### src/rtl/rf_pkg.sv
// Shared types and constants for the register-bank write-port controller.
package rf_pkg;

    localparam int XLEN = 32;
    localparam int AW   = 5;

    localparam logic [AW-1:0] REG_ZERO = '0;

    // One pending writeback: live is cleared when a younger ALU write to the
    // same register supersedes it, so it drains without touching the bank.
    typedef struct packed {
        logic            live;
        logic [AW-1:0]   rd;
        logic [XLEN-1:0] data;
    } wb_entry_t;

endpackage

### src/rtl/rf_pend_fifo.sv
// Pending-load FIFO: holds load results that lost arbitration to the ALU,
// supports killing entries by destination register, and offers two lookup
// ports that each return the youngest live entry for a register.
module rf_pend_fifo
    import rf_pkg::*;
#(
    parameter int DEPTH = 4,
    localparam int PW = $clog2(DEPTH),
    localparam int CW = PW + 1
) (
    input  logic            clk,
    input  logic            rst,
    input  logic            push,
    input  wb_entry_t       push_entry,
    input  logic            pop,
    input  logic            kill,
    input  logic [AW-1:0]   kill_rd,
    input  logic [AW-1:0]   look_rd1,
    input  logic [AW-1:0]   look_rd2,
    output logic            hit1,
    output logic [XLEN-1:0] data1,
    output logic            hit2,
    output logic [XLEN-1:0] data2,
    output wb_entry_t       head,
    output logic [CW-1:0]   count
);

    wb_entry_t       mem [DEPTH];
    logic [PW-1:0]   wr_ptr;
    logic [PW-1:0]   rd_ptr;
    logic [PW-1:0]   idx;

    // Storage, pointers and occupancy; popped slots are marked dead so that
    // unoccupied slots can never produce a lookup hit.
    always_ff @(posedge clk) begin
        if (!rst) begin
            for (int i = 0; i < DEPTH; i++) begin
                mem[i] <= '0;
            end
            wr_ptr <= '0;
            rd_ptr <= '0;
            count  <= '0;
        end else begin
            for (int i = 0; i < DEPTH; i++) begin
                if (kill && mem[i].rd == kill_rd) begin
                    mem[i].live <= 1'b0;
                end
            end
            if (pop) begin
                mem[rd_ptr].live <= 1'b0;
                rd_ptr           <= rd_ptr + 1'b1;
            end
            if (push) begin
                mem[wr_ptr] <= push_entry;
                wr_ptr      <= wr_ptr + 1'b1;
            end
            case ({push, pop})
                2'b10:   count <= count + 1'b1;
                2'b01:   count <= count - 1'b1;
                default: count <= count;
            endcase
        end
    end

    // Scan oldest to youngest so the last live match found is the youngest.
    always_comb begin
        hit1  = 1'b0;
        data1 = '0;
        hit2  = 1'b0;
        data2 = '0;
        idx   = rd_ptr;
        for (int i = 0; i < DEPTH; i++) begin
            idx = rd_ptr + PW'(i);
            if (mem[idx].live && mem[idx].rd == look_rd1) begin
                hit1  = 1'b1;
                data1 = mem[idx].data;
            end
            if (mem[idx].live && mem[idx].rd == look_rd2) begin
                hit2  = 1'b1;
                data2 = mem[idx].data;
            end
        end
    end

    assign head = mem[rd_ptr];

endmodule

### src/rtl/rf_write_port_ctrl.sv
// Write-port initiator for Reg_Bank: merges single-cycle ALU results and
// variable-latency load results onto WE3/A3/WD3 through one staging register,
// parks colliding loads in a pending FIFO, and forwards not-yet-committed
// writes onto the decode read data.
module rf_write_port_ctrl #(
    parameter int XLEN  = rf_pkg::XLEN,
    parameter int AW    = rf_pkg::AW,
    parameter int DEPTH = 4,
    localparam int CW = $clog2(DEPTH) + 1
) (
    input  logic            clk,
    input  logic            rst,
    input  logic            alu_valid,
    input  logic [AW-1:0]   alu_rd,
    input  logic [XLEN-1:0] alu_data,
    input  logic            ld_valid,
    output logic            ld_ready,
    input  logic [AW-1:0]   ld_rd,
    input  logic [XLEN-1:0] ld_data,
    output logic            WE3,
    output logic [AW-1:0]   A3,
    output logic [XLEN-1:0] WD3,
    input  logic [AW-1:0]   ra1,
    input  logic [AW-1:0]   ra2,
    input  logic [XLEN-1:0] rf_rd1,
    input  logic [XLEN-1:0] rf_rd2,
    output logic [XLEN-1:0] rd1,
    output logic [XLEN-1:0] rd2,
    output logic [CW-1:0]   pend_cnt,
    output logic            idle
);

    import rf_pkg::*;

    logic            alu_wr;
    logic            ld_push;
    logic            fifo_pop;
    logic            fifo_empty;
    wb_entry_t       push_entry;
    wb_entry_t       head;
    wb_entry_t       wp;
    wb_entry_t       wp_next;
    logic            hit1;
    logic            hit2;
    logic [XLEN-1:0] fwd1;
    logic [XLEN-1:0] fwd2;

    assign alu_wr     = alu_valid && (alu_rd != REG_ZERO);
    assign fifo_empty = (pend_cnt == '0);
    assign ld_ready   = (pend_cnt != CW'(DEPTH));
    assign ld_push    = ld_valid && ld_ready && (ld_rd != REG_ZERO);
    assign fifo_pop   = !alu_wr && !fifo_empty;

    // A load arriving alongside an ALU write to the same register is older
    // than that write, so it enters the FIFO already dead.
    assign push_entry = '{live: !(alu_wr && alu_rd == ld_rd), rd: ld_rd, data: ld_data};

    rf_pend_fifo #(
        .DEPTH (DEPTH)
    ) u_fifo (
        .clk        (clk),
        .rst        (rst),
        .push       (ld_push),
        .push_entry (push_entry),
        .pop        (fifo_pop),
        .kill       (alu_wr),
        .kill_rd    (alu_rd),
        .look_rd1   (ra1),
        .look_rd2   (ra2),
        .hit1       (hit1),
        .data1      (fwd1),
        .hit2       (hit2),
        .data2      (fwd2),
        .head       (head),
        .count      (pend_cnt)
    );

    // Arbitration: the ALU always wins; the FIFO head drains otherwise, and a
    // dead head is popped without producing a write.
    always_comb begin
        wp_next = '0;
        if (alu_wr) begin
            wp_next.live = 1'b1;
            wp_next.rd   = alu_rd;
            wp_next.data = alu_data;
        end else if (fifo_pop && head.live) begin
            wp_next = head;
        end
    end

    // Write staging register feeding the bank port directly.
    always_ff @(posedge clk) begin
        if (!rst) begin
            wp <= '0;
        end else begin
            wp <= wp_next;
        end
    end

    assign WE3  = wp.live;
    assign A3   = wp.rd;
    assign WD3  = wp.data;
    assign idle = fifo_empty && !wp.live;

    // Read port 1 forwarding: x0, then youngest pending load, then staged write.
    always_comb begin
        rd1 = rf_rd1;
        if (ra1 == REG_ZERO) begin
            rd1 = '0;
        end else if (hit1) begin
            rd1 = fwd1;
        end else if (wp.live && wp.rd == ra1) begin
            rd1 = wp.data;
        end
    end

    // Read port 2 forwarding, same priority as port 1.
    always_comb begin
        rd2 = rf_rd2;
        if (ra2 == REG_ZERO) begin
            rd2 = '0;
        end else if (hit2) begin
            rd2 = fwd2;
        end else if (wp.live && wp.rd == ra2) begin
            rd2 = wp.data;
        end
    end

endmodule

### config.mk
export PLATFORM = sky130hd
export DESIGN_NAME = rf_write_port_ctrl
export DESIGN_NICKNAME = d
export VERILOG_FILES = /design/src/rtl/rf_pkg.sv /design/src/rtl/rf_pend_fifo.sv /design/src/rtl/rf_write_port_ctrl.sv
export SDC_FILE = /design/constraint.sdc
export NUM_CORES = 1
export LEC_CHECK = 0
export CAP_MARGIN = 40
export CORE_MARGIN = 2
export CORE_UTILIZATION = 50
export DETAILED_ROUTE_END_ITERATION = 12
export PLACE_DENSITY = 0.79
export REMOVE_ABC_BUFFERS = 1
export SLEW_MARGIN = 25
export SYNTH_ARGS = -nofsm -noshare
export SYNTH_HDL_FRONTEND = slang
export SYNTH_SLANG_ARGS = --single-unit
### constraint.sdc
create_clock -name clk -period 4.3 [get_ports clk]
set_input_delay 0.86 -clock clk [delete_from_list [all_inputs] [get_ports clk]]
set_output_delay 0.86 -clock clk [all_outputs]
set_load 0.02 [all_outputs]
; Word level (Yosys, flattened, before mapping)
; Memories as Yosys holds them, arrays and structs flattened. A register that Yosys moved wholly into a read port is not among the register bits.
; Cells that the tools add are included.
[totals]
ff_bits = 45
mem_bits_rw = 152
in_bits = 152
output_inout_bits = 107
word_cells = 120
memories = 1
[mem_list]
columns = memory, words, word_bits, read_ports, rd_ports_with_merged_regs, wr, line_no
row1 = u_fifo.mem, 4, 38, 8, 1, 5, rf_pend_fifo.sv:28  ; wb_entry_t mem [DEPTH];
[classes]
n_addsub = 6
n_eq_ne = 18
muxes = 53
bitwise_logic = 4
reduce_logical = 32
[op_table]
columns = operator, n
row1 = 32-bit two-way mux, 14
row2 = 38-bit two-way mux, 3
row3 = 5-bit equality test, 15
row4 = 38-bit OR reduction, 1
row5 = 1-bit two-way mux, 31
row6 = 1-bit logical AND, 21
row7 = 5-bit zero test, 2
row8 = 5-bit nonzero test, 2
row9 = 2-bit two-way mux, 4
row10 = 3-bit case mux with 2 select lines, 1
row11 = "2-bit by 1-bit adder with 2-bit output, second input constant", 2
row12 = "2-bit adder, second input constant", 2
row13 = 1-bit zero test, 4
row14 = 1-bit OR, 4
row15 = "3-bit by 1-bit adder with 3-bit output, second input constant", 1
row16 = 3-bit zero test, 1
row17 = "3-bit inequality test, second input constant", 1
row18 = "3-bit by 1-bit subtractor with 3-bit output, second input constant", 1
row19 = "2-bit by 1-bit equality test with 1-bit output, second input constant", 1
row20 = "2-bit equality test, second input constant", 1
row21 = 2-bit nonzero test, 1

; Depth between registers and ports, before layout
; Gate-level depths: netlist of run 1.
[depth]
depth_word = 9
mapped_depth = 17
mapped_depth_nobuf = 9

; Cells and area by module
; A second synthesis of run 1 with hierarchy kept.
[hier_totals]
hier_cells = 1616
area_unflattened_um2 = 15843.9
[modules_own_cells]
columns = module, instances, cells_each, area_each_um2, seq_area_each_um2
row1 = rf_pend_fifo, 1, 1191, 12842.3, 4744.6
row2 = rf_write_port_ctrl, 1, 425, 3001.6, 760.7

; Worst setup path after synthesis of run 1
; No wires, ideal clock.
[synth_timing]
kind = reg2out
start = register u_fifo.rd_ptr[0]
end = output port rd1[31]
t_arrival_ps = 3920
required_ps = 3440
slack_ps = -480
path_stages_with_launch = 17
path_buffers = 8
cell_sequence = dfxtp_1 > buf_6 > buf_12 > buf_4 > buf_2 > buf_2 > inv_1 > ha_1 > buf_2 > mux4_2 > xor2_1 > nor4_4 > and3_4 > buf_4 > buf_6 > o31ai_1 > a211oi_1
[synth_between]
elab_cells_between_ends = 18
classes_between = add/sub (3) / eq/ne (3) / mux (8) / reduce/logical (3) / memory (1)
[synth_rtl]
columns = item, line_no
row1 = start: declaration, rf_pend_fifo.sv:30  ; logic [PW-1:0] rd_ptr;
row2 = start signal: assignment, rf_pend_fifo.sv:51  ; rd_ptr <= rd_ptr + 1'b1;
row3 = 2-bit adder (*), rf_pend_fifo.sv:73  ; idx = rd_ptr + PW'(i);
row4 = via u_fifo.idx[0], rf_pend_fifo.sv:31  ; logic [PW-1:0] idx;
row5 = memory 4 x 38 bit (*), --
row6 = 5-bit equality test, rf_pend_fifo.sv:74  ; if (mem[idx].live && mem[idx].rd == look_rd1) begin
row7 = 1-bit logical AND, rf_pend_fifo.sv:74
row8 = 32-bit two-way mux / 1-bit two-way mux (equally long branches), rf_pend_fifo.sv:74
row9 = 32-bit two-way mux (*), rf_write_port_ctrl.sv:110  ; end else if (hit1) begin
row10 = 32-bit two-way mux (*), rf_write_port_ctrl.sv:108  ; if (ra1 == REG_ZERO) begin
row11 = end: declaration, rf_write_port_ctrl.sv:27  ; output logic [XLEN-1:0] rd1,
; The timed path passes the listed nets; every way through them passes the cells marked *.

; Worst setup path after layout of run 1
[layout_timing]
start = register u_fifo.rd_ptr[0]
end = output port rd1[17]
; Same word-level chain as after synthesis.

==> results of run 1 <==
==> worst paths after layout <==
path | start | to | slack [ns]
max | u_fifo.rd_ptr[0]$_SDFFE_PN0N_ | rd1[17] | 0.05
min | u_fifo.count[2]$_SDFFE_PN0P_ | u_fifo.count[2]$_SDFFE_PN0P_ | 0.57
max reg2reg | u_fifo.count[0]$_SDFFE_PN0P_ | u_fifo.mem[0][5]$_SDFFCE_PN0P_ | 1.93
min reg2reg | u_fifo.count[2]$_SDFFE_PN0P_ | u_fifo.count[2]$_SDFFE_PN0P_ | 0.57
==> critical path, cell delays in order, from the launching register on <==
cell	delay, ns
dfxtp_4	0.39
inv_2	0.06
ha_4	0.31
buf_6	0.14
mux4_2	0.34
xor2_1	0.19
nor4_4	0.30
and3_4	0.26
nor4_4	0.06
buf_12	0.17
a221o_1	0.35
a21oi_2	0.18
buf_4	0.17
==> routing by layer <==
layer	wire, um	vias up
li1	-	5985
met4	1340	0
met5	0	-
met3	5270	129
met1	19500	6667
met2	25000	953
==> layout by cell type (no fill, tap or decap), types with 5 or more instances in the layout <==
| cell type | synthesis | final |
|---|---|---|
| nor2_1 | 101 | 97 |
| a2bb2oi_1 | 28 | 28 |
| xor2_1 | 34 | 33 |
| mux2_2 | 61 | 61 |
| mux2i_1 | 128 | 128 |
| and3_1 | 152 | 149 |
| dfxtp_1 | 47 | 43 |
| clkbuf_16 | 0 | 17 |
| mux4_2 | 86 | 86 |
| o21ai_0 | 64 | 52 |
| xnor2_1 | 45 | 41 |
| nor3_1 | 10 | 10 |
| clkdlybuf4s15_2 | 0 | 14 |
| buf_12 | 1 | 22 |
| buf_6 | 14 | 11 |
| clkdlybuf4s50_1 | 0 | 193 |
| nand4_1 | 11 | 11 |
| inv_1 | 8 | 6 |
| buf_2 | 24 | 12 |
| edfxtp_1 | 152 | 152 |
| clkbuf_2 | 2 | 8 |
| a21oi_2 | 28 | 28 |
| nand2_1 | 18 | 13 |
| o21ai_1 | 1 | 13 |
| buf_4 | 5 | 101 |
| buf_16 | 0 | 5 |
| nand2_2 | 0 | 5 |
| clkdlybuf4s15_1 | 0 | 5 |
| a21oi_1 | 128 | 128 |
| a22oi_1 | 38 | 38 |
| o31a_1 | 29 | 29 |
| a221o_1 | 30 | 30 |
==> power groups by stage <==
stage	combinational [mW]	clock (mW)	sequential, mW
5_1_grt	5.81	1.66	2.48
4_1_cts	5.25	1.58	2.45
3_3_place_gp	5.22	0	2.50
3_5_place_dp	5.29	0	2.52
2_1_floorplan	3.24	0	2.74
6_report	5.52	1.58	2.46
==> cells by family (layout without fill, tap and decap cells) <==
family,Yosys count,count (layout),synth area share
buf+inv,166,418,0.0522
simple gates,316,316,0.112
xor+xnor,79,79,0.0454
flops,199,199,0.361
fa+ha+maj,10,10,0.00870
compound gates,369,369,0.163
other cells,0,1,0
mux,276,276,0.257
==> area by class of cell <==
class	count	area, sq um
diodes	1	2.50
clock inverters	14	138
multi-input cells	1050	9080
repair buffers	377	3760
flip-flops and latches	199	5520
inverters	9	36.3
clock buffers	18	429
fillers	2275	10300
well taps	390	488
==> metrics by stage <==
step	total power, mW	std cells
6_report	9.56	2058
5_1_grt	9.95	2057
2_1_floorplan	5.97	1258
3_3_place_gp	7.71	2011
4_1_cts	9.28	2047
3_5_place_dp	7.80	2011
==> state kept, by name, summed over array words and instances, names as in the netlist, named ones only <==
name,cells
A3,5
WD3,32
u_fifo.rd_ptr,2
u_fifo.count,3
WE3,1
u_fifo.wr_ptr,2
u_fifo.mem,152
==> timing repair <==
action,4_1_cts,5_1_grt
buffers inserted,4,4
hold buffers,0,0
resized for setup,205,71
setup endpoints to repair,64,64
pin swaps,3,4
==> impl_metrics.toml, run 1 <==
[worst_hold_path]
hp-class = "reg -> reg"
hold_depth = 2

[synthesis]
synth_edf_count = 152
ys_async_sr_fraction = 0
netlist_top_cells_area = "edfxtp_1 30%, mux4_2 13%, mux2i_1 8.4%"
synth_top_area_share = 0.299
ys_seq_area_frac = 0.361
ys.flop_type = "edfxtp_1"
synth_area_per_cell_sq_um = 10.8
syn_inst = 1415
ys_ff_latch = 199
synth_cell_types = 57
syn_area_sq_mm = 0.0152
synth_top_cell_by_area = "edfxtp_1"
yosys-top-cells-count = "152 x and3_1, 152 x edfxtp_1, 128 x a21oi_1, 128 x mux2i_1, 103 x clkbuf_1"
synth_warnings = 0

[sta]
holdWs_ns = 0.568
setup_viol = 0
relSlewSlack = 0.487
rsz0062_at_grt = "yes"
slew_violations = 0
fin_crit_sh = 0.988
hold_viol_final = 0
setup_ws_ns = 0.0500
max_clock_freq_mhz = 235
post-route-min-period_ns = 4.25
fin_setup_tns_ns = 0
clock_skew_ns = 0.0172
worstMarginPinSlew_ns = 0.769

[worst_setup_path]
critPathLaunchType = "register"
cp-end-kind = "output pin"
reg2regPathDepth = 8
critPathMaxFanout = 15
required_ns = 3.44
cp.arrival_ns = 3.39
path_class = "reg -> out"

[global_route]
grt_antenna_before_repair = 1
grt_use_total = 0.319
grt_pass1_vias = 13800
grt_pass1_wl_mm = 77.7
grt-ovfl-total = 0
grt_use_met1 = 0.412
grt_max_degree = 101
grt-busiest-layer = "met2"
use_met3 = 0.0569
grt_util_met2 = 0.538

[power]
pwr-share-seq = 0.257
switching_share = 0.416
p_int_mw = 5.58
leakage_nw = 7.46
power_density_mw_per_mm2 = 491
clock_power_share = 0.166
ir_drop_mv = 0.350
power_frac_comb = 0.577
p_sw_mw = 3.98

[final_layout]
drive_above_1_share = 0.254
fin_util = 0.653
area_growth_syn_to_layout_pct = 27.6
postLayoutCellArea_sq_mm = 0.0194
nets = 1816

[routing]
antenna_left = 0
drc_errors = 0
vias_per_cell = 6.67
wl_mm = 51.2
drt_iter0_markers = 1514
first_pass_iters = 6
wl_per_cell_um = 24.9
num_vias = 13700

[clocking]
cts_root_buf = "clkbuf_16"
worstSkewPairLatency_ns = 0.45
cts_tree = "done"
htree_num_levels = 4
cts_buffers = 17
numClockSinks = 199
clkTransAtPathRegs_ns = 0.08
clk_path_buf_depth = 2

[floorplan]
start_util = 0.512
coreArea_sq_mm = 0.0298
dieHeight_um = 179
num_rows = 63
die_area_sq_mm = 0.0319
fp.dieW_um = 179
io_pins = 259

[placement]
port-buffer-count = 258
gp_congestion = 0.937
dpl-instance-area_sq_mm = 0.0187
preCtsSetupSlack_ns = -0.291
place_hpwl_mm = 34.8

[status]
outcome = "complete, no violations"

[run]
drv_cap = 0
Note: power is estimated with default switching activity, not from simulation.
==> run 2: changes to the inputs <==
Settings changed: TNS_END_PERCENT from default to 20.
Clock period 4.3 ns to 3.7 ns, I/O delays scaled along.
==> impl_metrics.toml, run 2 (synthesis gave the netlist of run 1 again) <==
[status]
outcome = "finished, violations left"
violations = "setup timing"

[worst_setup_path]
cp.arrival_ns = 3.40
path_class = "reg -> out"
critPathLaunchType = "register"
cp-end-kind = "output pin"
critPathMaxFanout = 14
required_ns = 2.96

[placement]
dpl-instance-area_sq_mm = 0.0193
place_hpwl_mm = 35.4
gp_congestion = 0.921
port-buffer-count = 258

[final_layout]
largest_reg_flops = 152
nets = 1917
top_register = "u_fifo.mem"
layout_commonest_cell = "buf_4"
layout_common_cells = "201 x buf_4, 194 x clkdlybuf4s50_1, 152 x edfxtp_1, 149 x and3_1, 128 x mux2i_1"
area_growth_syn_to_layout_pct = 35.2
postLayoutCellArea_sq_mm = 0.0206
drive_above_1_share = 0.316

[global_route]
grt-ovfl-total = 0
grt_pass1_wl_mm = 81.8
grt_max_degree = 61
grt_use_total = 0.339
grt_antenna_before_repair = 3
grt_pass1_vias = 14500

[routing]
wl_per_cell_um = 25.1
wl_mm = 54.2
vias_per_cell = 6.67
drt_iter0_markers = 1809
num_vias = 14400
drc_errors = 0
first_pass_iters = 5
antenna_left = 0

[clocking]
cts_root_buf = "clkbuf_16"
worstSkewPairLatency_ns = 0.45
cts_hold_buffers = 0
clkTransAtPathRegs_ns = 0.07
cts_tree = "done"
htree_num_levels = 4
clk_path_buf_depth = 2
numClockSinks = 199
cts_buffers = 17

[sta]
slew_violations = 0
relSlewSlack = 0.529
post-route-min-period_ns = 4.14
worstMarginPinSlew_ns = 0.706
hold_viol_final = 0
max_clock_freq_mhz = 241
rsz0062_at_grt = "yes"
holdWs_ns = 0.549
setup_viol = 64
clock_skew_ns = 0.0247
fin_crit_sh = 1.12
setup_ws_ns = -0.442

[floorplan]
dieHeight_um = 179
fp.dieW_um = 179
io_pins = 259
coreArea_sq_mm = 0.0298
start_util = 0.512
die_area_sq_mm = 0.0319
num_rows = 63

[power]
power_density_mw_per_mm2 = 584
ir_drop_mv = 0.434
leakage_nw = 8.09

[worst_hold_path]
hp-class = "reg -> reg"

[run]
drv_cap = 0
## run 2: cell count changes in the layout (fill, tap and decap cells not counted), sizes merged
cell	previous run	this run
diode	1	2
dlygate4sd2	4	0
clkdlybuf4s15	19	0
clkinvlp	2	1
bufinv	0	1
bufbuf	0	2
buf	152	281
clkdlybuf4s50	193	194
dlymetal6s2s	1	0
inv	16	15
clkinv	5	6
clkbuf	26	18
## run 2: stage by stage
stage / worst slack [ns] / total power, mW / util / std cells / TNS, ns
after CTS: -0.435 / 11.7 / 0.683 / 2149 / -20.45
after global placement: -0.862 / 9.47 / 0.649 / 2098 / -44.65
after global routing: -0.530 / 12.5 / 0.692 / 2158 / -29.21
after detailed placement: -0.753 / 9.58 / 0.649 / 2099 / -40.54
final: -0.442 / 12.0 / 0.692 / 2159 / -23.08
after floorplan: -6.67 / 6.94 / - / 1258 / -914.52
## run 2: final timing paths
path / cells past startpoint / to / startpoint / slack [ns]
max: 12 / rd1[13] / u_fifo.rd_ptr[0]$_SDFFE_PN0N_ / -0.44
min: 2 / u_fifo.count[2]$_SDFFE_PN0P_ / u_fifo.count[2]$_SDFFE_PN0P_ / 0.55
max reg2reg: 6 / WD3[5]$_SDFF_PN0_ / register / 1.40
min reg2reg: 2 / u_fifo.count[2]$_SDFFE_PN0P_ / u_fifo.count[2]$_SDFFE_PN0P_ / 0.55
## run 2: report_power, final
group	internal, mW	switching, mW
clock	0.959	0.937
combinational	3.56	3.73
sequential	2.65	0.208
## run 2: worst max-delay path, stage by stage, from the launching register on
cell	delay [ns]
dfxtp_4	0.38
buf_12	0.16
buf_4	0.13
mux4_2	0.57
xnor2_1	0.18
nand4_1	0.20
nor3_4	0.30
nor4_4	0.10
buf_6	0.18
buf_12	0.14
a221o_1	0.32
a21oi_2	0.14
buf_4	0.16
## run 2: timing repair
| item | CTS | global route |
|---|---|---|
| gates resized for setup | 394 | 54 |
| pin swaps | 23 | 29 |
| buffers inserted | 15 | 6 |
| endpoints found under the setup margin | 64 | 64 |
| cloned | 5 | 0 |
## run 2: cell type report
cell class,count,area (sq um)
Antenna cell,2,5.00
Clock buffer,17,425
Clock inverter,14,164
Fill cell,2143,9180
Inverter,9,33.8
Multi-Input combinational cell,1050,9250
Sequential cell,199,5520
Tap cell,390,488
Timing Repair Buffer,478,4730
## run 2: layer usage
| layer | share of wire | up-vias | GRT usage |
|---|---|---|---|
| met2 | 0.48 | 1127 | 0.558 |
| li1 | - | 6199 | - |
| met4 | 0.040 | 2 | 0.175 |
| met3 | 0.11 | 180 | 0.0635 |
| met5 | 0.00017 | - | 0 |
| met1 | 0.36 | 6885 | 0.425 |
